[src/rtl/mem_port_arbiter_pkg.sv]
// Shared definitions for the fetch/data memory port arbiter:
// response-owner encoding, default memory window base, counter width.
package mem_port_arbiter_pkg;

    localparam logic [1:0] OWN_NONE = 2'd0;
    localparam logic [1:0] OWN_IF   = 2'd1;
    localparam logic [1:0] OWN_DM   = 2'd2;

    localparam logic [31:0] DEF_ADDR_OFFSET = 32'h0000_3000;

    localparam int RUN_W = 4;

endpackage

[src/rtl/mem_addr_check.sv]
// Byte address to word index translation with window range check.
// Ports: addr (byte address in), in_range (inside window), idx (word index).
module mem_addr_check
    import mem_port_arbiter_pkg::*;
#(
    parameter int          ADDR_WIDTH  = 14,
    parameter logic [31:0] ADDR_OFFSET = DEF_ADDR_OFFSET
) (
    input  logic [31:0]           addr,
    output logic                  in_range,
    output logic [ADDR_WIDTH-3:0] idx
);

    logic [31:0] off;
    logic        unused_lo;

    assign off      = addr - ADDR_OFFSET;
    assign in_range = (off[31:ADDR_WIDTH] == '0);
    assign idx      = off[ADDR_WIDTH-1:2];

    // Sub-word byte offset has no meaning for a word-wide RAM.
    assign unused_lo = ^off[1:0];

endmodule

[src/rtl/mem_port_arbiter.sv]
// Shares one single-port sync-read RAM between fetch and data requesters.
// Data has priority; a run counter bounds fetch starvation.
// Ports: clk/reset; if_* fetch port; dm_* data port; mem_* RAM command
// and mem_rdata (valid one cycle after a read command).
module mem_port_arbiter
    import mem_port_arbiter_pkg::*;
#(
    parameter int          ADDR_WIDTH   = 14,
    parameter logic [31:0] ADDR_OFFSET  = DEF_ADDR_OFFSET,
    parameter int          MAX_DATA_RUN = 4
) (
    input  logic                  clk,
    input  logic                  reset,
    input  logic                  if_req,
    input  logic [31:0]           if_addr,
    output logic                  if_gnt,
    output logic                  if_rvalid,
    output logic [31:0]           if_rdata,
    output logic                  if_fault,
    input  logic                  dm_req,
    input  logic                  dm_we,
    input  logic [3:0]            dm_be,
    input  logic [31:0]           dm_addr,
    input  logic [31:0]           dm_wdata,
    output logic                  dm_gnt,
    output logic                  dm_rvalid,
    output logic [31:0]           dm_rdata,
    output logic                  dm_fault,
    output logic                  mem_en,
    output logic                  mem_we,
    output logic [3:0]            mem_be,
    output logic [ADDR_WIDTH-3:0] mem_idx,
    output logic [31:0]           mem_wdata,
    input  logic [31:0]           mem_rdata
);

    localparam logic [RUN_W-1:0] MAX_RUN = RUN_W'(MAX_DATA_RUN);

    logic                  if_in_range;
    logic                  dm_in_range;
    logic [ADDR_WIDTH-3:0] if_idx;
    logic [ADDR_WIDTH-3:0] dm_idx;

    logic [RUN_W-1:0] run_q, run_d;
    logic [1:0]       owner_q, owner_d;
    logic             fault_q, fault_d;

    logic dm_rd_gnt;
    logic dm_wr_gnt;

    mem_addr_check #(
        .ADDR_WIDTH (ADDR_WIDTH),
        .ADDR_OFFSET(ADDR_OFFSET)
    ) u_if_chk (
        .addr    (if_addr),
        .in_range(if_in_range),
        .idx     (if_idx)
    );

    mem_addr_check #(
        .ADDR_WIDTH (ADDR_WIDTH),
        .ADDR_OFFSET(ADDR_OFFSET)
    ) u_dm_chk (
        .addr    (dm_addr),
        .in_range(dm_in_range),
        .idx     (dm_idx)
    );

    // Fetch takes the slot once the data run has reached its limit.
    assign dm_gnt = !reset && dm_req
                  && !(if_req && run_q == MAX_RUN);
    assign if_gnt = !reset && if_req && !dm_gnt;

    assign dm_rd_gnt = dm_gnt && !dm_we;
    assign dm_wr_gnt = dm_gnt && dm_we;

    assign mem_en    = (if_gnt && if_in_range)
                     || (dm_gnt && dm_in_range);
    assign mem_we    = dm_wr_gnt;
    assign mem_be    = dm_wr_gnt ? dm_be : 4'b0000;
    assign mem_wdata = dm_wr_gnt ? dm_wdata : 32'h0;
    assign mem_idx   = dm_gnt ? dm_idx
                     : (if_gnt ? if_idx : '0);

    always_comb begin
        run_d = run_q;
        unique case (1'b1)
            dm_gnt && if_req: begin
                if (run_q != MAX_RUN) run_d = run_q + 1'b1;
            end
            if_gnt || !if_req: run_d = '0;
            default: ;
        endcase
    end

    // A faulting write leaves owner NONE but still loads fault_q,
    // which is how dm_fault is raised without dm_rvalid.
    always_comb begin
        owner_d = OWN_NONE;
        fault_d = 1'b0;
        unique case (1'b1)
            if_gnt: begin
                owner_d = OWN_IF;
                fault_d = !if_in_range;
            end
            dm_rd_gnt: begin
                owner_d = OWN_DM;
                fault_d = !dm_in_range;
            end
            dm_wr_gnt: fault_d = !dm_in_range;
            default: ;
        endcase
    end

    always_ff @(posedge clk or posedge reset) begin
        if (reset) begin
            run_q   <= '0;
            owner_q <= OWN_NONE;
            fault_q <= 1'b0;
        end else begin
            run_q   <= run_d;
            owner_q <= owner_d;
            fault_q <= fault_d;
        end
    end

    assign if_rvalid = (owner_q == OWN_IF);
    assign dm_rvalid = (owner_q == OWN_DM);

    assign if_fault  = if_rvalid && fault_q;
    assign dm_fault  = fault_q
                     && (owner_q == OWN_DM || owner_q == OWN_NONE);

    assign if_rdata  = (if_rvalid && !fault_q) ? mem_rdata : 32'h0;
    assign dm_rdata  = (dm_rvalid && !fault_q) ? mem_rdata : 32'h0;

endmodule

[config.mk]
export PLATFORM = sky130hd
export DESIGN_NAME = mem_port_arbiter
export DESIGN_NICKNAME = d
export VERILOG_FILES = /design/src/rtl/mem_port_arbiter_pkg.sv /design/src/rtl/mem_addr_check.sv /design/src/rtl/mem_port_arbiter.sv
export SDC_FILE = /design/constraint.sdc
export NUM_CORES = 1
export LEC_CHECK = 0
export ABC_AREA = 1
export ABC_CLOCK_PERIOD_IN_PS = 4750
export CORE_AREA = 4 4 98 100
export CTS_CLUSTER_DIAMETER = 200
export DETAILED_ROUTE_END_ITERATION = 8
export DIE_AREA = 0 0 102 104
export GPL_TIMING_DRIVEN = 0
export PLACE_DENSITY = 0.83
export SLEW_MARGIN = 20
export SYNTH_ARGS = -nofsm -noshare
export SYNTH_HDL_FRONTEND = slang
export SYNTH_SLANG_ARGS = --single-unit
[constraint.sdc]
create_clock -name clk -period 4.75 [get_ports clk]
set_clock_uncertainty 0.05 [all_clocks]
set_input_delay 1.1875 -clock clk [delete_from_list [all_inputs] [get_ports clk]]
set_output_delay 1.1875 -clock clk [all_outputs]
set_load 0.03 [all_outputs]
Word-level counts from Yosys, hierarchy flattened --
Index checks and enable logic that the tools add are counted.
Storage, ports and cells: register bits after elaboration 7, bits of input ports 137, output and inout bits 120, logic and storage cells 52
Cells by class: $add $sub $neg 3, equal/unequal tests 5, muxes and demuxes 10, reductions and logical operators 31
Operators with widths (number):
- $mux W32 | 3
- $sub A32 B14 Y32 const B | 2
- $logic_not A18 Y1 | 2
- $mux W12 | 2
- $logic_and A1 B1 Y1 | 14
- $logic_not A1 Y1 | 8
- $mux W4 | 2
- $pmux W4 S2 | 1
- $add A4 B1 Y4 const B | 1
- $eq A4 B3 Y1 const B | 1
- $ne A4 B3 Y1 const B | 1
- $pmux W2 S2 | 1
- $logic_or A1 B1 Y1 | 3
- $eq A2 B1 Y1 const B | 1
- $eq A2 B2 Y1 const B | 1
- $logic_not A2 Y1 | 1
- $ne A2 B1 Y1 const B | 1
- $pmux W1 S2 | 1
- $reduce_and A2 Y1 | 1
- $reduce_bool A2 Y1 | 1
- $reduce_or A2 Y1 | 1

Logic depth before layout (Yosys ltp) --
depth in word-level cells 9, gate-level depth with buffers 13, gate-level depth less buffers 13

Cells and area by module --
A second synthesis with hierarchy kept.
Second synthesis, totals: cells, all modules 504, area total of the unflattened synthesis 2452.4 um^2
Modules (own cells, without submodules):
- mem_port_arbiter | instances 1, cells an instance 282, area each 1368.8 um^2, sequential area each 175.2 um^2
- mem_addr_check | instances 2, cells an instance 111, area each 541.8 um^2, sequential area each 0.0 um^2

Least setup slack after synthesis --
Ideal clock, no wire load.
kind input-to-output, start point input port reset, end point output port mem_wdata[22], arrival 2.375 ns, required time 3.513 ns, setup slack 1.138 ns, stages 6, path buffers 1, path through inv_1 > nand3_2 > inv_2 > nand2_2 > buf_2 > nor2_1
Between the ends: cells in the longest elaborated chain, start to end 5
RTL lines:
- start: declaration | RTL line mem_port_arbiter.sv:13 | input logic reset,
- $logic_not A1 Y1 (no source line)
- $logic_and A1 B1 Y1 | RTL line mem_port_arbiter.sv:70 | assign dm_gnt = !reset && dm_req
- $logic_and A1 B1 Y1 | RTL line mem_port_arbiter.sv:71 | && !(if_req && run_q == MAX_RUN);
- $logic_and A1 B1 Y1 | RTL line mem_port_arbiter.sv:75 | assign dm_wr_gnt = dm_gnt && dm_we;
- $mux W32 | RTL line mem_port_arbiter.sv:81 | assign mem_wdata = dm_wr_gnt ? dm_wdata : 32'h0;
- end: declaration | RTL line mem_port_arbiter.sv:33 | output logic [31:0] mem_wdata,
Every way passes these cells.

Final worst setup path --
start point input port dm_addr[12], end point output port mem_en
Between the ends: cells in the longest elaborated chain, start to end 4
RTL lines:
- start: declaration | RTL line mem_port_arbiter.sv:23 | input logic [31:0] dm_addr,
- $sub A32 B14 Y32 | RTL line mem_addr_check.sv:17 | assign off = addr - ADDR_OFFSET;
- $logic_not A18 Y1 | RTL line mem_addr_check.sv:18 | assign in_range = (off[31:ADDR_WIDTH] == '0);
- $logic_and A1 B1 Y1 | RTL line mem_port_arbiter.sv:78 | || (dm_gnt && dm_in_range);
- $logic_or A1 B1 Y1 | RTL line mem_port_arbiter.sv:78
- end: declaration | RTL line mem_port_arbiter.sv:29 | output logic mem_en,
Every way passes these cells.

==> out/qor.csv <==
metric;value;unit
Vias/cell;4.26;
power per cell area;105;nW/um^2
final setup fails;0;
Internal Power;306;uW
vias in the first global route;3391;
die area;10600;um^2
area share of the largest cell type after synthesis;26.0;%
postcts setup bufs;0;
top_reg_cell synth;dfrtp_1;
# IOs;257;
Clock Power Share;16.0;%
complex-gate fraction of the synthesized area;7.32;%
cell area after synthesis;2150;um^2
multi-input logic area;1500;um^2
Crit path top cell by count;nand2_1;
post-synthesis mux area share;0;%
Static Leak;0.00295;uW
Rows;34;
placed insts;817;
Final Power;520;uW
CP required;3.51;ns
Comb pwr share;70.4;%
TritonCTS clock tree;built;
crit path max-delay cell type;clkdlybuf4s50_1;
period utilisation layout;96.0;%
share of layout cells above drive strength 1;5.05;%
area leader, netlist;nor2_1;
Post-Synth Simple-Gate Area;58.2;%
Max-cap violations;0;
GR Overflow Total;0;
largest family of logic cells by synthesized area;simple AND/OR/NAND/NOR gates;
initial drt markers;131;
Post-Layout Cell Count;822;
Setup WS pre-CTS;-0.121;ns
Net Sw Frac;41.1;%
Syn Inst Count;457;
Syn Area/Cell;4.71;um^2
RSZ-0062 raised after global routing;false;
Die H;104;um
vias;3505;
DRC errors left;0;
Core Footprint;8680;um^2
FILL cells;828;
flop and latch count out of synthesis;7;
I/O Buffers;252;
CTS buffer count;3;
Slew Limit Fails;0;
Worst VDD drop;86.7;uV
switching pwr;214;uW
measured slew at the worst slew-check pin;0.434;ns
YS warnings;0;
Storage cell area;175;um^2
HPWL after DPL;10.1;mm
Final Instance Area;4940;um^2
Slew HR;71.1;%
post-synthesis cell type count;29;
largest net degree at the start of global routing;12;
commonest cells in the netlist;nor2_1, inv_1, nand2_1;
Synth Area in XOR/XNOR;2.03;%
outcome;finished, final reports clean;
Max FO, Critical Path;4;
Max Clock Freq;0.219;GHz
setup TNS;0;ns
Post-synth EDFFs;0;
GRT Resource Usage Total;19.7;%
final worst slack;0.190;ns
Die X;102;um
post-route ant nets;0;
arrival time worst endpoint;3.32;ns
H-tree Lvls;1;
first-pass GRT wire length;16.8;mm
CP Capture Type;output port;
final hold vios;0;
Num Clock Sinks;7;
Post-DP Area;4810;um^2
Min Clock Period, post-route;4.56;ns
Worst Setup Start Kind;input pin;
starting density of the core;24.8;%
cells taking the most area after synthesis;nor2_1, inv_1, nand2_1;
final net count;855;
count leader, synth;nor2_1;
RD Place Congestion;0.922;
Pre-antenna DRT Iters;4;
WL/cell;13.7;um
area grow syn2layout;130;%
hold crit path type;reg2reg;
clock-pin slew on the worst setup and hold paths;0.04;ns
worst-skew pair later-pin latency;0.23;ns
clock root buffer master;clkbuf_8;
initial antenna violation count;3;
Seq/Total Area, Yosys;8.13;%
adder-cell share of the synthesized area;2.32;%
Slowest Stage Delay on Critical Path;0.45;ns
Sequential Power Share;13.5;%
CTS max path bufs;2;
Synth Net Count;598;
CP cell instances;clkdlybuf4s50_1 -> ha_1 -> inv_1 -> nand2_1 -> nor2_2 -> nand3_1 -> a21oi_1 -> nand2_1 -> nor2_1 -> nand3_1 -> nand2_1 -> dlygate4sd2_1;
Setup Crit Path Kind;in2out;
Total Wirelength;11.3;mm
asr flop ratio synth;100;%
state kept, by name (all words and copies together), names as in the netlist:
| name | count |
|---|---|
| run_q | 4 |
| fault_q | 1 |
| owner_q | 2 |
placed cells by master, fill, tap and decap left out, types with 2 or more instances in the layout:
master / netlist / routed
a21oi_1: 5 / 5
a22o_1: 11 / 11
buf_2: 4 / 4
clkbuf_1: 6 / 7
clkbuf_8: 0 / 3
clkdlybuf4s50_1: 0 / 214
dfrtp_1: 7 / 7
dlygate4sd2_1: 0 / 3
dlymetal6s2s_1: 0 / 35
ha_1: 4 / 4
inv_1: 106 / 105
inv_2: 6 / 7
nand2_1: 87 / 87
nand2_2: 2 / 2
nand3_1: 24 / 24
nand3_2: 2 / 2
nand4_1: 7 / 7
nor2_1: 149 / 149
nor2_2: 13 / 13
nor2_4: 2 / 2
nor3_1: 3 / 3
o21ai_0: 4 / 4
o21ai_1: 2 / 2
xor2_1: 4 / 4
stage by stage:
stage                     util, %  hold WS (ns)
after floorplan                 -         0.470
after global placement       55.4         0.489
after detailed placement     55.4         0.504
after CTS                    55.9         0.517
after global routing         56.9         0.545
final                        56.9         0.517
final cells by class:
| cell class | instances | area share (%) |
|---|---|---|
| timing repair buffer | 252 | 52.7 |
| clock buffer | 4 | 0.911 |
| antenna | 1 | 0.0506 |
| inverter | 113 | 8.58 |
| sequential | 7 | 3.54 |
| tap | 108 | 2.73 |
| buffer | 11 | 1.01 |
| multi-input combinational | 326 | 30.4 |
worst max-delay path, delay by kind of cell:
| family | cells | cell delay [ns] |
|---|---|---|
| fa+ha+maj | 1 | 0.26 |
| compound gates | 1 | 0.14 |
| simple gates | 7 | 0.74 |
| buf+inv | 3 | 0.98 |
logic make-up (layout without fill, tap and decap cells):
logic type	after synthesis	after routing
buffers and inverters	124	380
adder cells (fa/ha/maj)	4	4
XOR/XNOR	5	5
AND/OR/NAND/NOR	294	294
flip-flops	7	7
other	0	1
AO/OA/AOI/OAI	23	23
per-layer routing:
metal / wire length (um) / share of wire, % / global-route usage [%] / vias up
met1: 3870 / 34 / 19.6 / 1507
met3: 994 / 8.8 / 5.16 / 16
li1: - / - / - / 1850
met5: 34 / 0.30 / 0 / -
met4: 120 / 1.1 / 3.19 / 4
met2: 6270 / 56 / 39.6 / 128
path summary, 6_finish.rpt:
check,startpoint,end,slack (ns),cells past startpoint
min in group asynchronous,reset,owner_q[0]$_DFF_PP0_,1.19,2
setup / recovery,dm_addr[12],mem_en,0.19,12
hold reg to reg,run_q[3]$_DFFE_PP0P_,run_q[3]$_DFFE_PP0P_,0.52,2
max in group asynchronous,reset,fault_q$_DFF_PP0_,3.29,2
setup reg to reg,run_q[1]$_DFFE_PP0P_,run_q[1]$_DFFE_PP0P_,3.06,8
hold / removal,run_q[3]$_DFFE_PP0P_,run_q[3]$_DFFE_PP0P_,0.52,2
timing repair:
action,CTS,global route
setup endpoints to repair,35,35
resized for setup,4,35
hold buffers,0,0
power groups by stage:
stage	clock network (uW)	logic, uW	registers [uW]
final	83.3	366	70.4
after global placement	0	362	70.5
after detailed placement	0	369	71.1
after CTS	85.8	369	70.4
after floorplan	0	163	70.2
after global routing	92.4	395	71.6
No activity file was read; power rests on OpenSTA's default activity.
